## config.mk

```make
export PLATFORM = sky130hd
export DESIGN_NAME = ctrl_pipeline
export DESIGN_NICKNAME = d
export VERILOG_FILES = /design/src/rtl/ctrl_pipeline_pkg.sv /design/src/rtl/ctrl_pipeline_fwd_select.sv /design/src/rtl/ctrl_pipeline.sv
export SDC_FILE = /design/constraint.sdc
export NUM_CORES = 1
export LEC_CHECK = 0
export CELL_PAD_IN_SITES_DETAIL_PLACEMENT = 0
export CELL_PAD_IN_SITES_GLOBAL_PLACEMENT = 1
export CORE_UTILIZATION = 45
export CTS_BUF_LIST = sky130_fd_sc_hd__clkbuf_16
export CTS_CLUSTER_SIZE = 12
export DETAILED_ROUTE_END_ITERATION = 8
export DONT_BUFFER_PORTS = 1
export MAX_ROUTING_LAYER = met4
export PLACE_DENSITY = 0.76
export SYNTH_ARGS = -nofsm -noshare
export SYNTH_HDL_FRONTEND = slang
export SYNTH_SLANG_ARGS = --single-unit
```

## constraint.sdc

```tcl
create_clock -name clk_i -period 1.85 [get_ports clk_i]
set_input_delay 0.2775 -clock clk_i [delete_from_list [all_inputs] [get_ports clk_i]]
set_output_delay 0.2775 -clock clk_i [all_outputs]
set_load 0.1 [all_outputs]
```

## src/rtl/ctrl_pipeline_pkg.sv

```systemverilog
// Shared control-field layout and forwarding encodings for the pipeline control path.
package ctrl_pipeline_pkg;

    // Control-field widths
    localparam int unsigned EX_W  = 5;
    localparam int unsigned MEM_W = 2;
    localparam int unsigned WB_W  = 1;
    localparam int unsigned FWD_W = 2;

    // EX control bit positions: ALUOp[4:2], ALUSrc[1], RegDst[0]
    localparam int unsigned ALUOP_LSB  = 2;
    localparam int unsigned ALUOP_W    = 3;
    localparam int unsigned ALUSRC_BIT = 1;
    localparam int unsigned REGDST_BIT = 0;

    // MEM control bit positions: MEM_cs[1], MEM_we[0]
    localparam int unsigned MEM_CS_BIT = 1;
    localparam int unsigned MEM_WE_BIT = 0;

    // WB control bit position: Reg_we[0]
    localparam int unsigned REG_WE_BIT = 0;

    // ALU operand source select
    localparam logic [FWD_W-1:0] FWD_RF    = 2'b00;
    localparam logic [FWD_W-1:0] FWD_EXMEM = 2'b10;
    localparam logic [FWD_W-1:0] FWD_MEMWB = 2'b01;

endpackage

```

## src/rtl/ctrl_pipeline_fwd_select.sv

```systemverilog
// Forwarding selector for one ALU operand: compares a source register against the
// EX/MEM and MEM/WB destinations, younger result first, never matching register 0.
module fwd_select
    import ctrl_pipeline_pkg::*;
#(
    parameter int unsigned REG_AW = 5
) (
    input  logic [REG_AW-1:0] src_i,
    input  logic              exmem_we_i,
    input  logic [REG_AW-1:0] exmem_dst_i,
    input  logic              memwb_we_i,
    input  logic [REG_AW-1:0] memwb_dst_i,
    output logic [FWD_W-1:0]  fwd_o
);

    logic exmem_hit;
    logic memwb_hit;

    // Pick the youngest in-flight producer of src_i, else the register file
    always_comb begin
        exmem_hit = exmem_we_i && (exmem_dst_i != '0) && (exmem_dst_i == src_i);
        memwb_hit = memwb_we_i && (memwb_dst_i != '0) && (memwb_dst_i == src_i);
        fwd_o     = FWD_RF;
        if (exmem_hit) begin
            fwd_o = FWD_EXMEM;
        end else if (memwb_hit) begin
            fwd_o = FWD_MEMWB;
        end
    end

endmodule

```

## src/rtl/ctrl_pipeline.sv

```systemverilog
// Pipeline control path: ID/EX, EX/MEM, MEM/WB control registers with load-use
// stall detection, flush bubbling and operand forwarding selection.
module ctrl_pipeline
    import ctrl_pipeline_pkg::*;
#(
    parameter int unsigned REG_AW = 5
) (
    input  logic              clk_i,
    input  logic              rst_i,
    input  logic [EX_W-1:0]   EX_ctrl_i,
    input  logic [MEM_W-1:0]  MEM_ctrl_i,
    input  logic [WB_W-1:0]   WB_ctrl_i,
    input  logic [REG_AW-1:0] rs_i,
    input  logic [REG_AW-1:0] rt_i,
    input  logic [REG_AW-1:0] rd_i,
    input  logic              flush_i,
    output logic [EX_W-1:0]   EX_ctrl_o,
    output logic [MEM_W-1:0]  MEM_ctrl_o,
    output logic [WB_W-1:0]   WB_ctrl_o,
    output logic [REG_AW-1:0] mem_dst_o,
    output logic [REG_AW-1:0] wb_dst_o,
    output logic              stall_o,
    output logic [FWD_W-1:0]  fwd_a_o,
    output logic [FWD_W-1:0]  fwd_b_o
);

    // ID/EX register
    logic [EX_W-1:0]   idex_ex_q,  idex_ex_d;
    logic [MEM_W-1:0]  idex_mem_q, idex_mem_d;
    logic [WB_W-1:0]   idex_wb_q,  idex_wb_d;
    logic [REG_AW-1:0] idex_rs_q,  idex_rs_d;
    logic [REG_AW-1:0] idex_rt_q,  idex_rt_d;
    logic [REG_AW-1:0] idex_rd_q,  idex_rd_d;

    // EX/MEM register
    logic [MEM_W-1:0]  exmem_mem_q, exmem_mem_d;
    logic [WB_W-1:0]   exmem_wb_q,  exmem_wb_d;
    logic [REG_AW-1:0] exmem_dst_q, exmem_dst_d;

    // MEM/WB register
    logic [WB_W-1:0]   memwb_wb_q,  memwb_wb_d;
    logic [REG_AW-1:0] memwb_dst_q, memwb_dst_d;

    logic idex_is_load;
    logic stall;
    logic bubble;

    // Load-use hazard detection; a flush squashes the consumer so no stall is needed
    always_comb begin
        idex_is_load = idex_mem_q[MEM_CS_BIT] && !idex_mem_q[MEM_WE_BIT]
                       && idex_wb_q[REG_WE_BIT];
        stall        = idex_is_load && (idex_rt_q != '0)
                       && ((idex_rt_q == rs_i) || (idex_rt_q == rt_i)) && !flush_i;
        bubble       = stall || flush_i;
    end

    // Next-state for all three pipeline registers
    always_comb begin
        idex_ex_d   = EX_ctrl_i;
        idex_mem_d  = MEM_ctrl_i;
        idex_wb_d   = WB_ctrl_i;
        idex_rs_d   = rs_i;
        idex_rt_d   = rt_i;
        idex_rd_d   = rd_i;
        if (bubble) begin
            idex_ex_d  = '0;
            idex_mem_d = '0;
            idex_wb_d  = '0;
            idex_rs_d  = '0;
            idex_rt_d  = '0;
            idex_rd_d  = '0;
        end
        // Later stages always advance, independent of stall and flush
        exmem_mem_d = idex_mem_q;
        exmem_wb_d  = idex_wb_q;
        exmem_dst_d = idex_ex_q[REGDST_BIT] ? idex_rd_q : idex_rt_q;
        memwb_wb_d  = exmem_wb_q;
        memwb_dst_d = exmem_dst_q;
    end

    // Pipeline register update with synchronous reset
    always_ff @(posedge clk_i) begin
        if (rst_i) begin
            idex_ex_q   <= '0;
            idex_mem_q  <= '0;
            idex_wb_q   <= '0;
            idex_rs_q   <= '0;
            idex_rt_q   <= '0;
            idex_rd_q   <= '0;
            exmem_mem_q <= '0;
            exmem_wb_q  <= '0;
            exmem_dst_q <= '0;
            memwb_wb_q  <= '0;
            memwb_dst_q <= '0;
        end else begin
            idex_ex_q   <= idex_ex_d;
            idex_mem_q  <= idex_mem_d;
            idex_wb_q   <= idex_wb_d;
            idex_rs_q   <= idex_rs_d;
            idex_rt_q   <= idex_rt_d;
            idex_rd_q   <= idex_rd_d;
            exmem_mem_q <= exmem_mem_d;
            exmem_wb_q  <= exmem_wb_d;
            exmem_dst_q <= exmem_dst_d;
            memwb_wb_q  <= memwb_wb_d;
            memwb_dst_q <= memwb_dst_d;
        end
    end

    fwd_select #(
        .REG_AW (REG_AW)
    ) u_fwd_a (
        .src_i       (idex_rs_q),
        .exmem_we_i  (exmem_wb_q[REG_WE_BIT]),
        .exmem_dst_i (exmem_dst_q),
        .memwb_we_i  (memwb_wb_q[REG_WE_BIT]),
        .memwb_dst_i (memwb_dst_q),
        .fwd_o       (fwd_a_o)
    );

    fwd_select #(
        .REG_AW (REG_AW)
    ) u_fwd_b (
        .src_i       (idex_rt_q),
        .exmem_we_i  (exmem_wb_q[REG_WE_BIT]),
        .exmem_dst_i (exmem_dst_q),
        .memwb_we_i  (memwb_wb_q[REG_WE_BIT]),
        .memwb_dst_i (memwb_dst_q),
        .fwd_o       (fwd_b_o)
    );

    // Stage outputs come straight from the registers
    always_comb begin
        EX_ctrl_o  = idex_ex_q;
        MEM_ctrl_o = exmem_mem_q;
        WB_ctrl_o  = memwb_wb_q;
        mem_dst_o  = exmem_dst_q;
        wb_dst_o   = memwb_dst_q;
        stall_o    = stall;
    end

endmodule

```

==> impl_metrics.py, run 1 <==
metrics = {
    "timing": {
        "drv_slew": 0,
        "hold_viol": 0,
        "maxSlewHeadroom_pct": 77.8,
        "fmax_mhz": 448,
        "setup_viol": 5,
        "fin_skew_ps": 3.85,
        "rsz0062_at_grt": "yes",
        "final.min_clock_period_ps": 2230,
        "post-route-period-util_pct": 121,
        "tightestPinTransition_ps": 330,
        "setup_ws_ps": -381,
    },
    "hold_path": {
        "min_path_type": "input port to register",
        "hold_depth": 1,
    },
    "critical_path": {
        "path_max_fanout": 2,
        "crit_path_start_kind": "register",
        "crit_required_ps": 1570,
        "worst-setup-path-type": "register to output pin",
        "cp-end-kind": "output pin",
        "reg2reg_depth": 6,
        "arrival_ps": 1950,
    },
    "global_routing": {
        "overflow": 0,
        "grt_pass1_wl_um": 5790,
        "antenna_found_initial": 0,
        "grt_pass1_vias": 1250,
        "grt_max_degree": 24,
        "grt.total_usage_pct": 22.6,
    },
    "floorplanning": {
        "io_pins": 49,
        "start_util_pct": 47.2,
        "rows": 21,
        "die-area_um2": 3740,
        "die_w_um": 61.2,
        "fp.dieH_um": 61.2,
        "core-area_um2": 3340,
    },
    "logic_synthesis": {
        "synth-seq-cells": 37,
        "synth.distinct_cells": 21,
        "synth_compound_area_share_pct": 9.05,
        "synthMuxAreaShare_pct": 3.18,
        "yosysWarnings": 0,
        "synth_seq_area_share_pct": 47.0,
        "syn_area_per_cell_um2": 9.27,
        "syn_area_um2": 1580,
        "synth_top_family_by_area": "simple AND/OR/NAND/NOR gates",
        "synth_xor_area_share_pct": 16.7,
        "synth_fa_ha_area_share_pct": 0,
        "synth_simple_gate_area_share_pct": 18.8,
        "syn_nets": 196,
        "syn-instance-count": 170,
    },
    "drt": {
        "wire_per_inst_um": 14.4,
        "num_vias": 1253,
        "drc": 0,
        "drtIter0Drc": 28,
        "wl_um": 3550,
        "postRouteAntennaNets": 0,
        "vias_per_cell": 5.07,
        "firstDrtPassIters": 4,
    },
    "job": {
        "maxCapViolCount": 0,
    },
    "placement": {
        "placed_area_um2": 1940,
        "place_congestion": 0.862,
        "io_buffers": 0,
        "placed_cells": 235,
        "place_hpwl_um": 2670,
    },
    "cts": {
        "cts_htree_levels": 2,
        "root_buffer": "clkbuf_16",
        "clock_latency_ps": 280,
        "cts_tree": "built",
        "clk_path_buf_depth": 2,
        "cts_sinks": 37,
        "cts_made_buffers": 5,
        "cts.reportedPaths.clkPinSlew_ps": 50,
    },
    "power": {
        "design_power_total_mw": 1.89,
        "leakage_nw": 0.945,
        "ir_drop_uv": 541,
        "power_density_nw_per_um2": 854,
    },
    "cells_and_area": {
        "layout_common_cells": "buf_4, nand2_1, a21oi_1",
        "mostFrequentLayoutCell": "buf_4",
        "fin_cells": 247,
        "drive_gt1_share_pct": 40.3,
        "syn_to_final_growth_pct": 40.7,
        "antenna_cells": 0,
        "design_area_um2": 2220,
        "fin_nets": 226,
    },
    "run_status": {
        "violations": "setup timing",
        "status": "finished, violations left",
    },
}
cells by family after synthesis:
logic type | count (synthesis)
compound gates | 27
xor+xnor | 30
buf+inv | 15
flops | 37
mux | 5
simple gates | 56
area by class of cell:
| class | instances | area (um2) |
|---|---|---|
| fill | 276 | 1120 |
| multi-input combinational | 118 | 866 |
| sequential | 37 | 793 |
| timing repair buffer | 38 | 358 |
| clock buffer | 5 | 125 |
| tap | 46 | 57.6 |
| clock inverter | 3 | 17.5 |
layer usage:
metal	share of wire (%)	vias to the layer above	track usage, %
li1	-	615	-
met1	41	585	24.9
met2	49	42	35.9
met3	6.2	11	7.14
met4	3.3	0	13.0
met5	0	-	-
report_power, final:
part | leakage [nW] | internal [mW] | switching (mW) | total, mW
registers | 0.314 | 0.812 | 0.0246 | 0.837
logic | 0.562 | 0.0923 | 0.166 | 0.258
clock network | 0.0696 | 0.493 | 0.307 | 0.799
total | 0.945 | 1.40 | 0.497 | 1.89
worst paths after layout:
check | start | end | slack [ps]
worst max-delay path | mem_dst_o[4] | fwd_a_o[0] | -380
worst min-delay path | rst_i | wb_dst_o[4] | 50
worst max register to register | idex_rt_q[4] | idex_rs_q[3] | 440
worst min register to register | exmem_mem_d[1] | MEM_ctrl_o[1] | 450
worst max-delay path: stages (launching register included):
cell,delay (ps)
dfxtp_4,340
or4_4,540
o21ai_4,170
nor4_4,80
nor4_4,340
buf_12,220
flip-flops by register name, indices dropped and copies added, names as in the netlist:
name         cells
mem_dst_o        5
wb_dst_o         5
idex_rs_q        5
MEM_ctrl_o       2
idex_rt_q        5
EX_ctrl_o        5
exmem_wb_d       1
exmem_mem_d      2
exmem_wb_q       1
WB_ctrl_o        1
idex_rd_q        5
synthesized netlist by cell type:
cell type	instances	share of area, %
clkbuf_1	4	0.95
nand2_1	26	6.2
o21ai_2	1	0.56
buf_4	5	2.4
buf_2	6	1.9
nor2_1	7	1.7
nor2b_2	1	0.56
nand3_1	4	1.3
nor3_1	1	0.32
xor2_1	14	7.8
xnor2_1	16	8.9
and3b_1	1	0.56
a211oi_1	1	0.48
o22ai_1	1	0.40
nor4_2	4	3.2
mux2i_1	5	3.2
o21ai_1	1	0.32
or4_1	4	1.9
dfxtp_1	37	47
a21oi_1	23	7.3
nor2b_1	8	3.2
what timing repair did:
action,in CTS,in global routing
setup buffers,3,2
gates resized for setup,19,6
setup endpoints to repair,5,5
pin swaps,10,7
hold buffers,0,0
per-stage QoR:
| step | utilization [%] | TNS [ps] | worst slack [ps] | hold slack (ps) |
|---|---|---|---|---|
| 2_1_floorplan | - | -1570 | -783 | 339 |
| 3_3_place_gp | 58.2 | -178 | -90.5 | 336 |
| 3_5_place_dp | 58.2 | -253 | -131 | 338 |
| 4_1_cts | 65.2 | -1060 | -397 | 43.5 |
| 5_1_grt | 66.4 | -1290 | -434 | 43.1 |
| 6_report | 66.4 | -1020 | -381 | 51.0 |
Note: power is estimated with default switching activity, not from simulation.
==> run 2: changes to the inputs <==
--- a/config.mk
+++ b/config.mk
@@ -16,4 +16,5 @@
 export PLACE_DENSITY = 0.76
 export SYNTH_ARGS = -nofsm -noshare
 export SYNTH_HDL_FRONTEND = slang
+export SYNTH_HIERARCHICAL = 1
 export SYNTH_SLANG_ARGS = --single-unit
==> impl_metrics.py, run 2 <==
metrics = {
    "run_status": {
        "status": "finished, violations left",
        "violations": "setup timing",
    },
    "global_routing": {
        "grt_pass1_wl_um": 5980,
        "grtUsageMet2_pct": 36.8,
        "overflow": 0,
        "top_usage_layer": "met2",
        "gr-usage-met1_pct": 26.0,
        "grt_max_degree": 24,
        "antenna_found_initial": 0,
        "grt_pass1_vias": 1256,
        "grt.total_usage_pct": 22.9,
        "use_met3_pct": 6.63,
    },
    "cells_and_area": {
        "drive_gt1_share_pct": 35.9,
        "syn_to_final_growth_pct": 34.6,
        "layout_common_cells": "nand2_1, a21oi_1, buf_4",
        "fin_nets": 223,
        "antenna_cells": 0,
        "mostFrequentLayoutCell": "nand2_1",
        "design_area_um2": 2190,
        "n_fill_cell": 286,
        "fin_cells": 244,
    },
    "cts": {
        "cts_made_buffers": 5,
        "cts_sinks": 37,
        "clk_path_buf_depth": 2,
        "root_buffer": "clkbuf_16",
        "cts_tree": "built",
        "cts_setup_buffers": 0,
        "clock_latency_ps": 280,
        "cts_htree_levels": 2,
        "cts.reportedPaths.clkPinSlew_ps": 50,
    },
    "floorplanning": {
        "die_w_um": 62.1,
        "start_util_pct": 47.9,
        "die-area_um2": 3850,
        "rows": 21,
        "core-area_um2": 3390,
        "io_pins": 49,
        "fp.dieH_um": 62.1,
    },
    "logic_synthesis": {
        "yosysMostFrequentCell": "dfxtp_1",
        "syn_nets": 199,
        "syn-instance-count": 173,
        "syn_area_per_cell_um2": 9.39,
        "synth_seq_area_share_pct": 45.6,
        "yosysWarnings": 6,
        "async_reset_ff_share_pct": 0,
        "synth.area.top_cells": "dfxtp_1, xnor2_1, nand2_1, a21oi_1, nor2b_1",
        "synth_commonest_cells": "dfxtp_1, nand2_1, a21oi_1",
        "synth-seq-cells": 37,
        "synth-edff-count": 0,
        "synth_area_leader_cell": "dfxtp_1",
        "synthFlopType": "dfxtp_1",
        "syn_area_um2": 1620,
        "yosysTopAreaCellShare_pct": 45.6,
        "synth.distinct_cells": 21,
    },
    "hold_path": {
        "min_path_type": "input port to register",
        "hold_depth": 1,
    },
    "power": {
        "ir_drop_uv": 718,
        "leakage_nw": 0.845,
        "power_density_nw_per_um2": 933,
        "design_power_total_mw": 2.04,
    },
    "timing": {
        "hold_viol": 0,
        "fin_skew_ps": 3.41,
        "fmax_mhz": 531,
        "drv_slew": 0,
        "tightestPinTransition_ps": 349,
        "hold_slack_ps": 57.0,
        "setup_viol": 2,
        "post-route-period-util_pct": 102,
        "setup_ws_ps": -34.0,
        "final.min_clock_period_ps": 1880,
        "maxSlewHeadroom_pct": 76.7,
        "finalSetupTns_ps": -63.8,
        "rsz0062_at_grt": "yes",
    },
    "critical_path": {
        "worst-setup-path-type": "register to output pin",
        "crit_required_ps": 1570,
        "cp-end-kind": "output pin",
        "path_max_fanout": 6,
        "reg2reg_depth": 5,
        "arrival_ps": 1610,
        "crit_path_start_kind": "register",
    },
    "placement": {
        "io_buffers": 0,
        "placed_area_um2": 1920,
        "placed_cells": 236,
        "place_hpwl_um": 2800,
        "place_congestion": 0.881,
    },
    "drt": {
        "drtIter0Drc": 54,
        "vias_per_cell": 5.25,
        "num_vias": 1281,
        "firstDrtPassIters": 4,
        "postRouteAntennaNets": 0,
        "wl_um": 3890,
        "drc": 0,
        "wire_per_inst_um": 15.9,
    },
    "job": {
        "maxCapViolCount": 0,
    },
}
-- run 2: cell count changes in the layout (fill, tap and decap cells not counted), sizes merged, moves of 4 or more --
cell / previous run / this run
or4: 4 / 0
nor3: 1 / 7
xnor2: 16 / 20
buf: 38 / 27
xor2: 14 / 6
nand2: 26 / 30
-- run 2: critical path: stages, from the launching register on --
cell and delay (ps):
dfxtp_4 380, o41ai_4 400, a211oi_4 120, nor3_4 220, buf_12 200
-- run 2: worst paths after layout --
check / start / endpoint / slack, ps
min: rst_i / mem_dst_o[3] / 60
max: mem_dst_o[0] / fwd_a_o[0] / -30
max reg2reg: idex_rt_q[4] / idex_rt_q[1] / 450
min reg2reg: exmem_wb_d / exmem_wb_q / 460
-- run 2: metal layers --
| metal | up-vias | share of wire [%] |
|---|---|---|
| met4 | 0 | 2.6 |
| met1 | 606 | 42 |
| li1 | 624 | - |
| met2 | 41 | 49 |
| met5 | - | 0 |
| met3 | 10 | 5.5 |
-- run 2: cells by family (layout without fill, tap and decap cells) --
group | after synthesis | after routing | share of synthesized area [%]
AND/OR/NAND/NOR | 64 | 64 | 18.7
flip-flops | 37 | 37 | 45.6
AO/OA/AOI/OAI | 31 | 31 | 14.4
XOR/XNOR | 26 | 26 | 14.0
buffers and inverters | 10 | 35 | 4.16
multiplexers | 5 | 5 | 3.08
-- run 2: layout make-up --
class                      instances  area, um2  area share (%)
clock buffer                       5        125            5.72
clock inverter                     3       37.5            1.72
tap                               46       57.6            2.63
multi-input combinational        126        922            42.2
sequential                        37        796            36.4
timing repair buffer              27        248            11.3
-- run 2: report_power, final --
part / switching [mW] / internal [mW]
logic: 0.168 / 0.0935
clock network: 0.300 / 0.625
registers: 0.0396 / 0.813
-- run 2: through the flow --
step           worst slack (ps)  utilization (%)
2_1_floorplan              -219                -
3_3_place_gp                120             56.6
3_5_place_dp               62.1             56.6
4_1_cts                   -42.5             62.7
5_1_grt                   -78.7             64.5
6_report                  -34.0             64.5
-- run 2: repair_timing --
| action | CTS | global route |
|---|---|---|
| hold buffers | 0 | 0 |
| gates resized for setup | 12 | 11 |
| pin swaps | 7 | 6 |
| gates cloned | 0 | 0 |
| setup endpoints to repair | 4 | 5 |
==> run 3: changes to the inputs <==
--- a/config.mk
+++ b/config.mk
@@ -7,13 +7,13 @@
 export LEC_CHECK = 0
 export CELL_PAD_IN_SITES_DETAIL_PLACEMENT = 0
 export CELL_PAD_IN_SITES_GLOBAL_PLACEMENT = 1
-export CORE_UTILIZATION = 45
+export CORE_UTILIZATION = 41
 export CTS_BUF_LIST = sky130_fd_sc_hd__clkbuf_16
 export CTS_CLUSTER_SIZE = 12
 export DETAILED_ROUTE_END_ITERATION = 8
 export DONT_BUFFER_PORTS = 1
 export MAX_ROUTING_LAYER = met4
-export PLACE_DENSITY = 0.76
+export PLACE_DENSITY = 0.77
 export SYNTH_ARGS = -nofsm -noshare
 export SYNTH_HDL_FRONTEND = slang
 export SYNTH_HIERARCHICAL = 1
==> constraint.sdc (replaced) <==
create_clock -name clk_i -period 1.7 [get_ports clk_i]
set_input_delay 0.255 -clock clk_i [delete_from_list [all_inputs] [get_ports clk_i]]
set_output_delay 0.255 -clock clk_i [all_outputs]
set_load 0.1 [all_outputs]
==> impl_metrics.py, run 3 (same netlist as run 2, synthesis figures left out) <==
metrics = {
    "run_status": {
        "status": "finished, violations left",
        "violations": "setup timing",
    },
    "placement": {
        "placed_cells": 239,
        "placed_area_um2": 1930,
        "io_buffers": 0,
        "place_congestion": 0.864,
        "place_hpwl_um": 2670,
    },
    "floorplanning": {
        "die_w_um": 64.9,
        "io_pins": 49,
        "fp.dieH_um": 64.9,
        "rows": 22,
        "core-area_um2": 3720,
        "die-area_um2": 4220,
        "start_util_pct": 43.7,
    },
    "timing": {
        "post-route-period-util_pct": 110,
        "setup_ws_ps": -172,
        "maxSlewHeadroom_pct": 75.4,
        "setup_viol": 5,
        "final.min_clock_period_ps": 1870,
        "rsz0062_at_grt": "yes",
        "fmax_mhz": 534,
        "hold_viol": 0,
        "tightestPinTransition_ps": 365,
        "drv_slew": 0,
        "fin_skew_ps": 3.45,
    },
    "power": {
        "power_density_nw_per_um2": 1050,
        "leakage_nw": 0.885,
        "ir_drop_uv": 882,
    },
    "drt": {
        "wire_per_inst_um": 15.2,
        "drtIter0Drc": 45,
        "wl_um": 3800,
        "num_vias": 1282,
        "postRouteAntennaNets": 0,
        "drc": 0,
        "firstDrtPassIters": 4,
        "vias_per_cell": 5.13,
    },
    "cts": {
        "ctsHoldBuffers": 0,
        "cts_htree_levels": 2,
        "root_buffer": "clkbuf_16",
        "clk_path_buf_depth": 2,
        "cts_tree": "built",
        "clock_latency_ps": 280,
        "cts_made_buffers": 5,
        "cts.reportedPaths.clkPinSlew_ps": 60,
        "cts_sinks": 37,
    },
    "critical_path": {
        "r2r_end": "idex_rs_q[4]",
        "reg2reg_depth": 5,
        "startpoint": "mem_dst_o[3]",
        "rrSetupSlack_ps": 300,
        "cp-end-kind": "output pin",
        "worst-setup-path-type": "register to output pin",
        "crit_required_ps": 1440,
        "reg2reg_from": "idex_rt_q[0]",
        "crit_path_start_kind": "register",
        "arrival_ps": 1620,
        "path_max_fanout": 5,
    },
    "cells_and_area": {
        "syn_to_final_growth_pct": 40.4,
        "fin_cells": 250,
        "design_area_um2": 2280,
        "fin_nets": 227,
        "layout_common_cells": "nand2_1, buf_4, a21oi_1",
        "drive_gt1_share_pct": 37.6,
        "antenna_cells": 0,
        "mostFrequentLayoutCell": "nand2_1",
    },
    "global_routing": {
        "grt_max_degree": 24,
        "overflow": 0,
        "grt.total_usage_pct": 20.5,
        "grt_pass1_vias": 1261,
        "grt_pass1_wl_um": 6050,
        "antenna_found_initial": 0,
    },
    "hold_path": {
        "hold_start": "rst_i",
        "hold_depth": 1,
        "min_path_type": "input port to register",
        "holdPathEnd": "mem_dst_o[4]",
    },
    "job": {
        "maxCapViolCount": 0,
    },
}
[run 3: worst max-delay path by stage]
| stage | to | slack, ps | cells past startpoint |
|---|---|---|---|
| 6_report | fwd_b_o[0] | -170 | 4 |
| 4_1_cts | fwd_a_o[0] | -180 | 4 |
| 5_1_grt | fwd_a_o[0] | -240 | 4 |
| 2_1_floorplan | fwd_a_o[0] | -340 | 3 |
| 3_3_place_gp | fwd_b_o[1] | 40 | 4 |
| 3_5_place_dp | stall_o | 20 | 5 |
[run 3: layer usage]
| layer | vias to the layer above | track usage [%] | part of all wire, % | wire length, um |
|---|---|---|---|---|
| li1 | 628 | - | - | - |
| met2 | 41 | 33.2 | 51 | 1930 |
| met4 | 0 | 11.1 | 2.1 | 79 |
| met1 | 606 | 22.2 | 41 | 1560 |
| met3 | 7 | 6.69 | 6.0 | 227 |
| met5 | - | - | 0 | 0 |
[run 3: critical path: stages (launching register included)]
cell and delay (ps):
dfxtp_4 380, o41ai_4 390, a211oi_4 140, nor3_4 230
buf_12 200
[run 3: metrics by stage]
step           worst slack (ps)  setup TNS [ps]  power [mW]  hold WS [ps]  util [%]
6_report                   -172            -620        2.39          35.5      61.3
5_1_grt                    -239            -927        2.47          23.9      61.3
4_1_cts                    -184            -743        2.39          29.1      58.9
3_5_place_dp               24.2               0        1.21           322      52.0
3_3_place_gp               39.0               0        1.21           320      52.0
2_1_floorplan              -344            -688        1.16           319         -
[run 3: layout make-up]
cell class	instances	area, um2
Fill cell	306	1440
Multi-Input combinational cell	126	922
Tap cell	48	60.1
Sequential cell	37	796
Clock buffer	5	125
Clock inverter	3	65.1
Timing Repair Buffer	31	312
[run 3: what timing repair did]
item,CTS,global route
resized for setup,13,14
setup endpoints to repair,5,5
pin swaps,5,10
buffers inserted,1,2
[run 3: report_power, final]
part | total (mW) | internal [mW] | leakage [nW] | switching [mW]
clock | 1.18 | 0.837 | 0.0938 | 0.340
sequential | 0.926 | 0.884 | 0.314 | 0.0415
combinational | 0.288 | 0.107 | 0.478 | 0.181
total | 2.39 | 1.83 | 0.885 | 0.562
